File: src/rtl/adder_xbit_digit_serial.sv
// Digit-serial adder/subtractor: one DIGIT_WIDTH-bit digit per clock, LSB first,
// behind valid/ready handshakes, reporting carry/borrow and signed overflow.
module adder_xbit_digit_serial #(
  parameter int DATA_WIDTH  = 16,
  parameter int DIGIT_WIDTH = 4
) (
  input  logic                  i_clk,
  input  logic                  i_rst_n,
  input  logic                  i_valid,
  output logic                  o_ready,
  input  logic [DATA_WIDTH-1:0] i_num_a,
  input  logic [DATA_WIDTH-1:0] i_num_b,
  input  logic                  i_cry,
  input  logic                  i_sub,
  output logic                  o_valid,
  input  logic                  i_ready,
  output logic [DATA_WIDTH-1:0] o_res,
  output logic                  o_cry,
  output logic                  o_ovf
);

  localparam int N     = DATA_WIDTH / DIGIT_WIDTH;
  localparam int CNT_W = (N > 1) ? $clog2(N) : 1;
  localparam logic [CNT_W-1:0] LAST_DIGIT = CNT_W'(N - 1);

  if ((DATA_WIDTH % DIGIT_WIDTH) != 0) begin : g_bad_digit_width
    $error("DIGIT_WIDTH must divide DATA_WIDTH");
  end

  typedef enum logic [1:0] {
    S_IDLE,
    S_CALC,
    S_DONE
  } state_t;

  state_t                state_q, state_d;
  logic [DATA_WIDTH-1:0] a_q, a_d;
  logic [DATA_WIDTH-1:0] b_q, b_d;
  logic [DATA_WIDTH-1:0] res_q, res_d;
  logic [CNT_W-1:0]      cnt_q, cnt_d;
  logic                  c_q, c_d;
  logic                  sub_q, sub_d;
  logic                  cry_q, cry_d;
  logic                  ovf_q, ovf_d;

  logic [DIGIT_WIDTH-1:0] a_dig, b_dig;
  logic [DIGIT_WIDTH:0]   dsum;
  logic                   cin_msb;
  logic [DATA_WIDTH-1:0]  a_shift;

  // Operand A doubles as the accumulator: digits shift out at the bottom while
  // sum digits shift in at the top, so after N steps it holds the full result.
  always_comb begin
    a_dig   = a_q[DIGIT_WIDTH-1:0];
    b_dig   = b_q[DIGIT_WIDTH-1:0];
    dsum    = {1'b0, a_dig} + {1'b0, b_dig} + {{DIGIT_WIDTH{1'b0}}, c_q};
    // Carry into a bit equals a ^ b ^ sum of that bit.
    cin_msb = a_dig[DIGIT_WIDTH-1] ^ b_dig[DIGIT_WIDTH-1] ^ dsum[DIGIT_WIDTH-1];
    a_shift = (a_q >> DIGIT_WIDTH)
            | (DATA_WIDTH'(dsum[DIGIT_WIDTH-1:0]) << (DATA_WIDTH - DIGIT_WIDTH));
  end

  always_comb begin
    state_d = state_q;
    a_d     = a_q;
    b_d     = b_q;
    res_d   = res_q;
    cnt_d   = cnt_q;
    c_d     = c_q;
    sub_d   = sub_q;
    cry_d   = cry_q;
    ovf_d   = ovf_q;
    case (state_q)
      S_IDLE: begin
        if (i_valid) begin
          a_d     = i_num_a;
          b_d     = i_sub ? ~i_num_b : i_num_b;
          sub_d   = i_sub;
          c_d     = i_sub ^ i_cry;
          cnt_d   = '0;
          state_d = S_CALC;
        end
      end
      S_CALC: begin
        a_d   = a_shift;
        b_d   = b_q >> DIGIT_WIDTH;
        c_d   = dsum[DIGIT_WIDTH];
        cnt_d = cnt_q + 1'b1;
        if (cnt_q == LAST_DIGIT) begin
          res_d   = a_shift;
          cry_d   = sub_q ^ dsum[DIGIT_WIDTH];
          ovf_d   = cin_msb ^ dsum[DIGIT_WIDTH];
          state_d = S_DONE;
        end
      end
      S_DONE: begin
        if (i_ready) state_d = S_IDLE;
      end
      default: state_d = S_IDLE;
    endcase
  end

  always_ff @(posedge i_clk) begin
    if (!i_rst_n) begin
      state_q <= S_IDLE;
      res_q   <= '0;
      cnt_q   <= '0;
      c_q     <= 1'b0;
      sub_q   <= 1'b0;
      cry_q   <= 1'b0;
      ovf_q   <= 1'b0;
    end else begin
      state_q <= state_d;
      res_q   <= res_d;
      cnt_q   <= cnt_d;
      c_q     <= c_d;
      sub_q   <= sub_d;
      cry_q   <= cry_d;
      ovf_q   <= ovf_d;
    end
  end

  // Working operands are only meaningful after an accept, so they carry no reset.
  always_ff @(posedge i_clk) begin
    a_q <= a_d;
    b_q <= b_d;
  end

  assign o_ready = (state_q == S_IDLE);
  assign o_valid = (state_q == S_DONE);
  assign o_res   = res_q;
  assign o_cry   = cry_q;
  assign o_ovf   = ovf_q;

endmodule

File: config.mk
export PLATFORM = sky130hd
export DESIGN_NAME = adder_xbit_digit_serial
export DESIGN_NICKNAME = d
export VERILOG_FILES = /design/src/rtl/adder_xbit_digit_serial.sv
export SDC_FILE = /design/constraint.sdc
export NUM_CORES = 1
export LEC_CHECK = 0
export ABC_AREA = 1
export CAP_MARGIN = 30
export CORE_MARGIN = 3
export CORE_UTILIZATION = 50
export DETAILED_ROUTE_END_ITERATION = 8
export DONT_BUFFER_PORTS = 1
export GPL_TIMING_DRIVEN = 0
export HOLD_SLACK_MARGIN = 0.12
export PLACE_DENSITY = 0.61
export SLEW_MARGIN = 20
export SYNTH_ARGS = -nofsm -noshare
export SYNTH_HDL_FRONTEND = slang
export SYNTH_SLANG_ARGS = --single-unit
File: constraint.sdc
create_clock -name i_clk -period 3.6 [get_ports i_clk]
set_input_delay 0.54 -clock i_clk [delete_from_list [all_inputs] [get_ports i_clk]]
set_output_delay 0.54 -clock i_clk [all_outputs]
set_load 0.005 [all_outputs]
==> flow_summary.yaml <==
status:
  status: "completed"
power:
  power.density_nw_per_um2: 471
  ir_drop_mv: 0.225
  p_leak_nw: 1.14
logic_synthesis:
  synthMuxAreaShare: 0
  synth_top_area_frac: 0.368
  synth-xor-area-share: 0.0604
  synth_top_family_by_area: "simple AND/OR/NAND/NOR gates"
  ys_top_cells_by_area: "edfxtp_1, dfxtp_1, nand2_1"
  yosys_warnings: 0
  synthAdderAreaFrac: 0.0345
  avgSynthCellArea_um2: 9.09
  synth_seq_cells: 56
  yosys.cell_types.count: 23
  synth_nets: 331
  synth_area_um2: 2610
  seq_area_frac_synth: 0.553
  yosys.area_share.simple: 0.194
  yosysTopAreaCell: "edfxtp_1"
  synthCells: 287
  synth_compound_area_frac: 0.0902
worst_setup_path:
  crit_type: "flop to flop"
  cp_max_fo: 3
  reg2reg_slack_ns: 1.70
  worstPathRequired_ns: 3.81
  cp-end-kind: "flop"
  r2r-start: "a_q[0]$_DFFE_PP_"
  critPathLaunchType: "flop"
  reg2regPathDepth: 11
  r2r-end: "o_ovf$_SDFFE_PN0P_"
  cp.arrival_ns: 2.11
routing:
  first_pass_iters: 5
  vias: 1776
  viasPerCell: 4.91
  drt_iter0_markers: 88
  ant_nets: 0
  routed_wl_mm: 4.95
  drc: 0
  wire_per_inst_um: 13.7
final_layout:
  final_common_cell: "nand2_1"
  drive_gt1_frac: 0.0881
  mostFrequentLayoutCells: "nand2_1, edfxtp_1, dfxtp_1"
  final_nets: 338
  syn_to_final_growth_pct: 6.47
  diodes: 0
global_route:
  groute.usage.overall: 0.172
  grt_max_degree: 34
  grt_pass1_wl_mm: 8.05
  overflow: 0
  antenna_found_initial: 0
  grt_pass1_vias: 1668
clock_network:
  clk_path_buf_depth: 2
  cts_hold_buf: 0
  clock-sinks: 56
  post_cts_buffers: 0
  cts_root_buf: "clkbuf_8"
  clock_latency_ns: 0.30
  cts-htree-levels: 2
  cts_tree: "done"
  path_clk_slew_ns: 0.10
  cts_resized: 0
  cts_inserted_buffers: 5
floorplanning:
  io_pins: 58
  die-width_um: 78.2
  core_um2: 4880
  die_h_um: 78.2
  start_util: 0.535
  die_area_um2: 6120
  rows: 25
sta:
  relSlewSlack: 0.546
  fin_skew_ns: 0.00843
  worst_slack_ns: 1.70
  post-route-period-util: 0.529
  rsz0062_at_grt: "false"
  maxSlewViolCount: 0
  worstMarginPinSlew_ns: 0.679
  fin_setup_tns_ns: 0
  min_period_ns: 1.90
  final_hold_viol_count: 0
  setup_viol: 0
  fmax_mhz: 525
placement:
  preCtsSetupSlack_ns: 1.71
  portBuffers: 0
  gp_congestion: 0.815
  dp_hpwl_mm: 3.68
flow_run:
  cap_viol_max_count: 0
hold_path:
  min_to: "state_q[1]$_SDFFE_PN0P_"
  hold_path_depth: 3
  hp-start: "i_ready"
  hold_path_class: "primary input to flop"
==> final cells by class <==
class / instances / area (um2)
buffer: 14 / 96.3
clock buffer: 6 / 72.6
clock inverter: 2 / 12.5
fill: 478 / 2100
inverter: 22 / 82.6
multi-input combinational: 195 / 988
sequential: 56 / 1440
tap: 67 / 83.8
==> worst max-delay path by stage <==
stage	startpoint	endpoint	slack, ns
final	a_q[0]$_DFFE_PP_	o_ovf$_SDFFE_PN0P_	1.70
after global routing	a_q[0]$_DFFE_PP_	o_ovf$_SDFFE_PN0P_	1.54
after CTS	a_q[0]$_DFFE_PP_	o_ovf$_SDFFE_PN0P_	1.69
after detailed placement	a_q[0]$_DFFE_PP_	o_ovf$_SDFFE_PN0P_	1.71
after global placement	i_valid	b_q[12]$_SDFFCE_PN0P_	1.49
after floorplan	a_q[0]$_DFFE_PP_	o_ovf$_SDFFE_PN0P_	1.86
==> critical path: stages (launching register included) <==
cell and delay, ns:
edfxtp_1 0.36, inv_1 0.06, fa_1 0.47, fa_1 0.43, inv_1 0.09, nand2_1 0.05, nand2_1 0.06, nand2_1 0.06
nand2_1 0.06, nand3_1 0.07, nand2_1 0.06, inv_1 0.03
==> routing by layer <==
metal | up-vias | GRT usage | share of wire
li1 | 932 | - | -
met1 | 790 | 0.229 | 0.46
met2 | 47 | 0.274 | 0.46
met3 | 7 | 0.0459 | 0.063
met4 | 0 | 0.0577 | 0.012
met5 | - | 0 | 0
==> power breakdown <==
part	internal, mW	switching (mW)
Clock	0.137	0.199
Sequential	0.745	0.0235
Combinational	0.0761	0.128
==> cells in the mapped netlist <==
cell / instances
o21ai_0: 17
inv_1: 20
xor2_1: 1
o21a_1: 3
xnor2_1: 17
clkbuf_1: 3
nand2_2: 1
o21ai_1: 2
a21oi_1: 20
inv_2: 2
or2_2: 1
nand3_1: 6
dfxtp_1: 24
nand2_1: 109
fa_1: 2
nor2_8: 1
a21oi_2: 2
buf_6: 4
ha_1: 4
buf_4: 2
edfxtp_1: 32
buf_2: 5
nor2_1: 9
==> metrics by stage <==
step                 util  hold slack [ns]  power [mW]  instance area, um2  instances
finish              0.569            0.413        1.31                2780        362
floorplan               -            0.428       0.935                2610        287
CTS                 0.569            0.407        1.32                2780        362
detailed placement  0.552            0.458       0.990                2690        354
global route        0.569            0.400        1.38                2780        362
global placement    0.552            0.447       0.986                2690        354
==> cell families (layout without fill, tap and decap cells) <==
| logic type | Yosys count | in the layout |
|---|---|---|
| AND/OR/NAND/NOR | 127 | 127 |
| flip-flops | 56 | 56 |
| AO/OA/AOI/OAI | 44 | 44 |
| buffers and inverters | 36 | 44 |
| XOR/XNOR | 18 | 18 |
| adder cells (fa/ha/maj) | 6 | 6 |
==> sequential cells by signal, indices dropped and copies added, names as in the netlist <==
signal / flops
a_q: 16
o_res: 16
cnt_q: 2
c_q: 1
b_q: 16
o_ovf: 1
state_q: 2
sub_q: 1
o_cry: 1
No activity file was read; power rests on OpenSTA's default activity.
